==> src/rtl/fifo_input_packer.sv <==
// rtl/fifo_input_packer.sv - packs PAR_WRITE consecutive input words into one wide FIFO write
module fifo_input_packer #(
    parameter int              SIZE      = 16,
    parameter int              PAR_WRITE = 2,
    parameter logic [SIZE-1:0] PAD_VALUE = '0
) (
    input  logic                               clk,
    input  logic                               rstn,
    input  logic                               clear,
    input  logic                               in_valid,
    input  logic [SIZE-1:0]                    in_data,
    output logic                               in_ready,
    input  logic                               flush,
    input  logic                               fifo_full,
    output logic                               fifo_wen,
    output logic [SIZE*PAR_WRITE-1:0]          fifo_din,
    output logic [$clog2(PAR_WRITE+1)-1:0]     lane_cnt
);

    localparam int LW = $clog2(PAR_WRITE + 1);

    typedef enum logic {
        FILL = 1'b0,
        HOLD = 1'b1
    } state_t;

    state_t                    state_q, state_d;
    logic [LW-1:0]             lane_cnt_q, lane_cnt_d;
    logic [SIZE*PAR_WRITE-1:0] data_q, data_d;
    logic [LW-1:0]             fill_cnt;
    logic                      accept;

    assign in_ready = (state_q == FILL) | ((state_q == HOLD) & ~fifo_full);
    assign fifo_wen = (state_q == HOLD) & ~fifo_full;
    assign accept   = in_valid & in_ready;
    assign fifo_din = data_q;
    assign lane_cnt = lane_cnt_q;

    always_comb begin
        state_d    = state_q;
        lane_cnt_d = lane_cnt_q;
        data_d     = data_q;
        fill_cnt   = lane_cnt_q;

        case (state_q)
            FILL: begin
                if (accept) begin
                    for (int i = 0; i < PAR_WRITE; i++) begin
                        if (LW'(i) == lane_cnt_q) begin
                            data_d[i*SIZE +: SIZE] = in_data;
                        end
                    end
                    fill_cnt = lane_cnt_q + LW'(1);
                end
                lane_cnt_d = fill_cnt;
                // A completing accept wins over flush, so a full pack is never padded.
                if (fill_cnt == LW'(PAR_WRITE)) begin
                    state_d = HOLD;
                end else if (flush && (fill_cnt != '0)) begin
                    for (int i = 0; i < PAR_WRITE; i++) begin
                        if (LW'(i) >= fill_cnt) begin
                            data_d[i*SIZE +: SIZE] = PAD_VALUE;
                        end
                    end
                    state_d    = HOLD;
                    lane_cnt_d = LW'(PAR_WRITE);
                end
            end
            HOLD: begin
                if (!fifo_full) begin
                    if (accept) begin
                        // The word arriving during the write starts the next pack in lane 0.
                        data_d[0 +: SIZE] = in_data;
                        lane_cnt_d        = LW'(1);
                        state_d           = (PAR_WRITE == 1) ? HOLD : FILL;
                    end else begin
                        lane_cnt_d = '0;
                        state_d    = FILL;
                    end
                end
            end
            default: begin
                state_d    = FILL;
                lane_cnt_d = '0;
            end
        endcase

        if (clear) begin
            state_d    = FILL;
            lane_cnt_d = '0;
            data_d     = '0;
        end
    end

    always_ff @(posedge clk) begin
        if (!rstn) begin
            state_q    <= FILL;
            lane_cnt_q <= '0;
            data_q     <= '0;
        end else begin
            state_q    <= state_d;
            lane_cnt_q <= lane_cnt_d;
            data_q     <= data_d;
        end
    end

endmodule
==> config.mk <==
export PLATFORM = sky130hd
export DESIGN_NAME = fifo_input_packer
export DESIGN_NICKNAME = d
export VERILOG_FILES = /design/src/rtl/fifo_input_packer.sv
export SDC_FILE = /design/constraint.sdc
export NUM_CORES = 1
export LEC_CHECK = 0
export CAP_MARGIN = 20
export CORE_MARGIN = 2
export CORE_UTILIZATION = 38
export CTS_CLUSTER_DIAMETER = 100
export DETAILED_ROUTE_END_ITERATION = 10
export HOLD_SLACK_MARGIN = 0.1
export PLACE_DENSITY = 0.75
export REMOVE_ABC_BUFFERS = 1
export SETUP_SLACK_MARGIN = 0.3
export SLEW_MARGIN = 20
export SYNTH_ARGS = -nofsm -noshare
export SYNTH_HDL_FRONTEND = slang
export SYNTH_SLANG_ARGS = --single-unit
==> constraint.sdc <==
create_clock -name clk -period 1.7 [get_ports clk]
set_input_delay 0.425 -clock clk [delete_from_list [all_inputs] [get_ports clk]]
set_output_delay 0.425 -clock clk [all_outputs]
set_load 0.03 [all_outputs]
==> flow_summary.yaml <==
grt:
  globalRouteOverflowTotal: 0
  first_global_vias: 1269
  grt_max_degree: 20
  antenna_found_initial: 0
  grtUsageTotal: 0.192
  grt_pass1_wl_um: 6160
run_status:
  status: "completed"
placement:
  dp_slack_ns: -0.198
  dp_hpwl_um: 2290
  placed_cells: 262
  gp_congestion: 0.845
  io_buffers: 57
die:
  pin_count: 58
  die_x_um: 65.3
  rows: 22
  fp.dieArea_sq_um: 4260
  die_h_um: 65.3
  start_util: 0.393
  core_sq_um: 3630
critical_path:
  r2r_cells: 6
  critPathKind: "reg -> reg"
  start_kind: "register"
  r2r_end: "fifo_din[26]"
  worstPathArrival_ns: 1.66
  cp.required_ns: 1.89
  rr_startpoint: "state_q"
  startpoint: "state_q"
  rrSetupSlack_ns: 0.23
  critPathMaxFanout: 8
  cp-end-kind: "register"
route:
  wl_per_cell_um: 13.5
  wirelength_um: 3790
  drtAntennaViolNets: 0
  drc: 0
  via_count: 1321
  dr.pass1.iters: 4
  viasPerCell: 4.72
  drt_iter0_markers: 39
pwr:
  p_seq_frac: 0.421
  p_leak_uw: 0.000978
  p_int_uw: 1530
  vdd_drop_max_uv: 498
  comb_power_share: 0.196
  clockPowerShare: 0.382
  switching_share: 0.244
  power_density_nw_per_um2: 814
  p_sw_uw: 493
cells_and_area:
  final_cells: 280
  area_growth_syn_to_layout_pct: 74.2
  nFillCells: 302
  nNetsFinal: 255
  final_common_cell: "nand2_1"
  num_antenna_cells: 0
  drive_above_1_share: 0.422
  utilization: 0.685
  final_cell_mix: "nand2_1 (34), dfxtp_1 (32), clkdlybuf4s15_2 (30)"
cts:
  cts_max_level: 2
  clk_root_buffer_cell: "clkbuf_8"
  cts_tree: "done"
  clock_latency_ns: 0.28
  cts_made_buffers: 5
  cts_sinks: 35
  clockBufferDepth: 2
  clkSlewWorstSetupHoldPaths_ns: 0.07
  cts_hold_buf: 0
min_path:
  hp-start: "fifo_din[29]"
  min_to: "fifo_din[29]"
  hold_depth: 2
  hp-class: "reg -> reg"
sta:
  finalHoldViolations: 0
  period_share: 0.865
  min_period_ns: 1.47
  setup_viol: 0
  maxSlewHeadroom: 0.811
  fin_worst_skew_ns: 0.00211
  worst_slack_ns: 0.230
  worst_pin_slew_ns: 0.279
  rsz0062_at_grt: "yes"
  fmax_mhz: 680
  drv_slew: 0
synth:
  syn_inst: 151
  yosysTopAreaCell: "dfxtp_1"
  synth-seq-area-share: 0.491
  synth_seq_cells: 35
  synth_area_leaders: "dfxtp_1 (49%), mux2i_1 (13%), nand2_1 (9.2%), a21oi_2 (6.1%), nor2_1 (4.2%)"
  synth_top_area_share: 0.491
  syn_avg_cell_area_sq_um: 9.45
  netlist_area_sq_um: 1430
  ys_warn_count: 0
  synth_cell_types: 26
flow_run:
  cap_viol_max_count: 0
## power by group through the flow
stage | sequential [uW] | clock, uW | combinational [uW]
after floorplan | 909 | 0 | 117
final | 852 | 774 | 397
after global routing | 854 | 827 | 425
after detailed placement | 873 | 0 | 321
after global placement | 872 | 0 | 320
after CTS | 851 | 793 | 394
## logic make-up after synthesis
kind of cell             after synthesis  synth area share
AND/OR/NAND/NOR                       57             0.162
adder cells (fa/ha/maj)                2            0.0175
XOR/XNOR                               1           0.00614
buffers and inverters                 12            0.0508
AO/OA/AOI/OAI                         26             0.146
multiplexers                          18             0.126
flip-flops                            35             0.491
## how the worst max path moves through the flow
| stage | end | slack, ns |
|---|---|---|
| 2_1_floorplan | fifo_din[16] | -0.17 |
| 3_3_place_gp | fifo_din[18] | -0.17 |
| 3_5_place_dp | fifo_din[16] | -0.20 |
| 4_1_cts | fifo_din[10] | 0.22 |
| 5_1_grt | fifo_din[10] | 0.15 |
| 6_report | fifo_din[26] | 0.23 |
## synthesized netlist by cell type, drive strengths merged
| master | number |
|---|---|
| nor2 | 16 |
| o311ai | 1 |
| xor2 | 1 |
| mux2i | 18 |
| nor2b | 2 |
| dfxtp | 35 |
| o211ai | 1 |
| buf | 3 |
| o21ai | 1 |
| a21boi | 1 |
| nand2 | 35 |
| nand2b | 1 |
| inv | 4 |
| a211oi | 2 |
| a21oi | 19 |
| nand3b | 1 |
| clkbuf | 5 |
| nand3 | 1 |
| and3 | 1 |
| a41o | 1 |
| ha | 2 |
## state kept, by name (all words and copies together) (netlist names)
| signal | cells |
|---|---|
| state_q | 1 |
| lane_cnt | 2 |
| fifo_din | 32 |
## final cells by class
cell class	count	area (sq um)	area share
clock inverters	2	35.0	0.0141
multi-input cells	104	713	0.287
clock buffers	6	82.6	0.0332
flip-flops and latches	35	707	0.284
well taps	48	60.1	0.0241
repair buffers	81	875	0.352
inverters	4	15.0	0.00604
## per-layer routing
layer	up-vias	wire length, um	GRT usage
met1	621	1700	0.239
met3	5	207	0.0582
met4	0	46	0.0729
met5	-	0	0
met2	37	1840	0.313
li1	658	-	-
## worst max-delay path: stages, from the launching register on
cell      delay [ns]
dfxtp_4         0.37
buf_6           0.13
a21boi_4        0.16
mux2i_1         0.22
a41o_2          0.29
buf_12          0.16
a21oi_2         0.04
## through the flow
stage / TNS (ns) / hold WS [ns] / area, sq um / power [uW]
5_1_grt: 0 / 0.476 / 2490 / 2110
4_1_cts: 0 / 0.469 / 2500 / 2040
6_report: 0 / 0.469 / 2490 / 2020
3_3_place_gp: -5.21 / 0.443 / 2140 / 1190
2_1_floorplan: -4.94 / 0.561 / 1370 / 1030
3_5_place_dp: -5.35 / 0.448 / 2140 / 1190
## timing repair
| item | in CTS | in global routing |
|---|---|---|
| setup buffers | 8 | 0 |
| gates resized for setup | 131 | 7 |
| pin swaps | 10 | 9 |
| cloned | 2 | 0 |
| endpoints found under the setup margin | 70 | 39 |
Note: power is estimated with default switching activity, not from simulation.
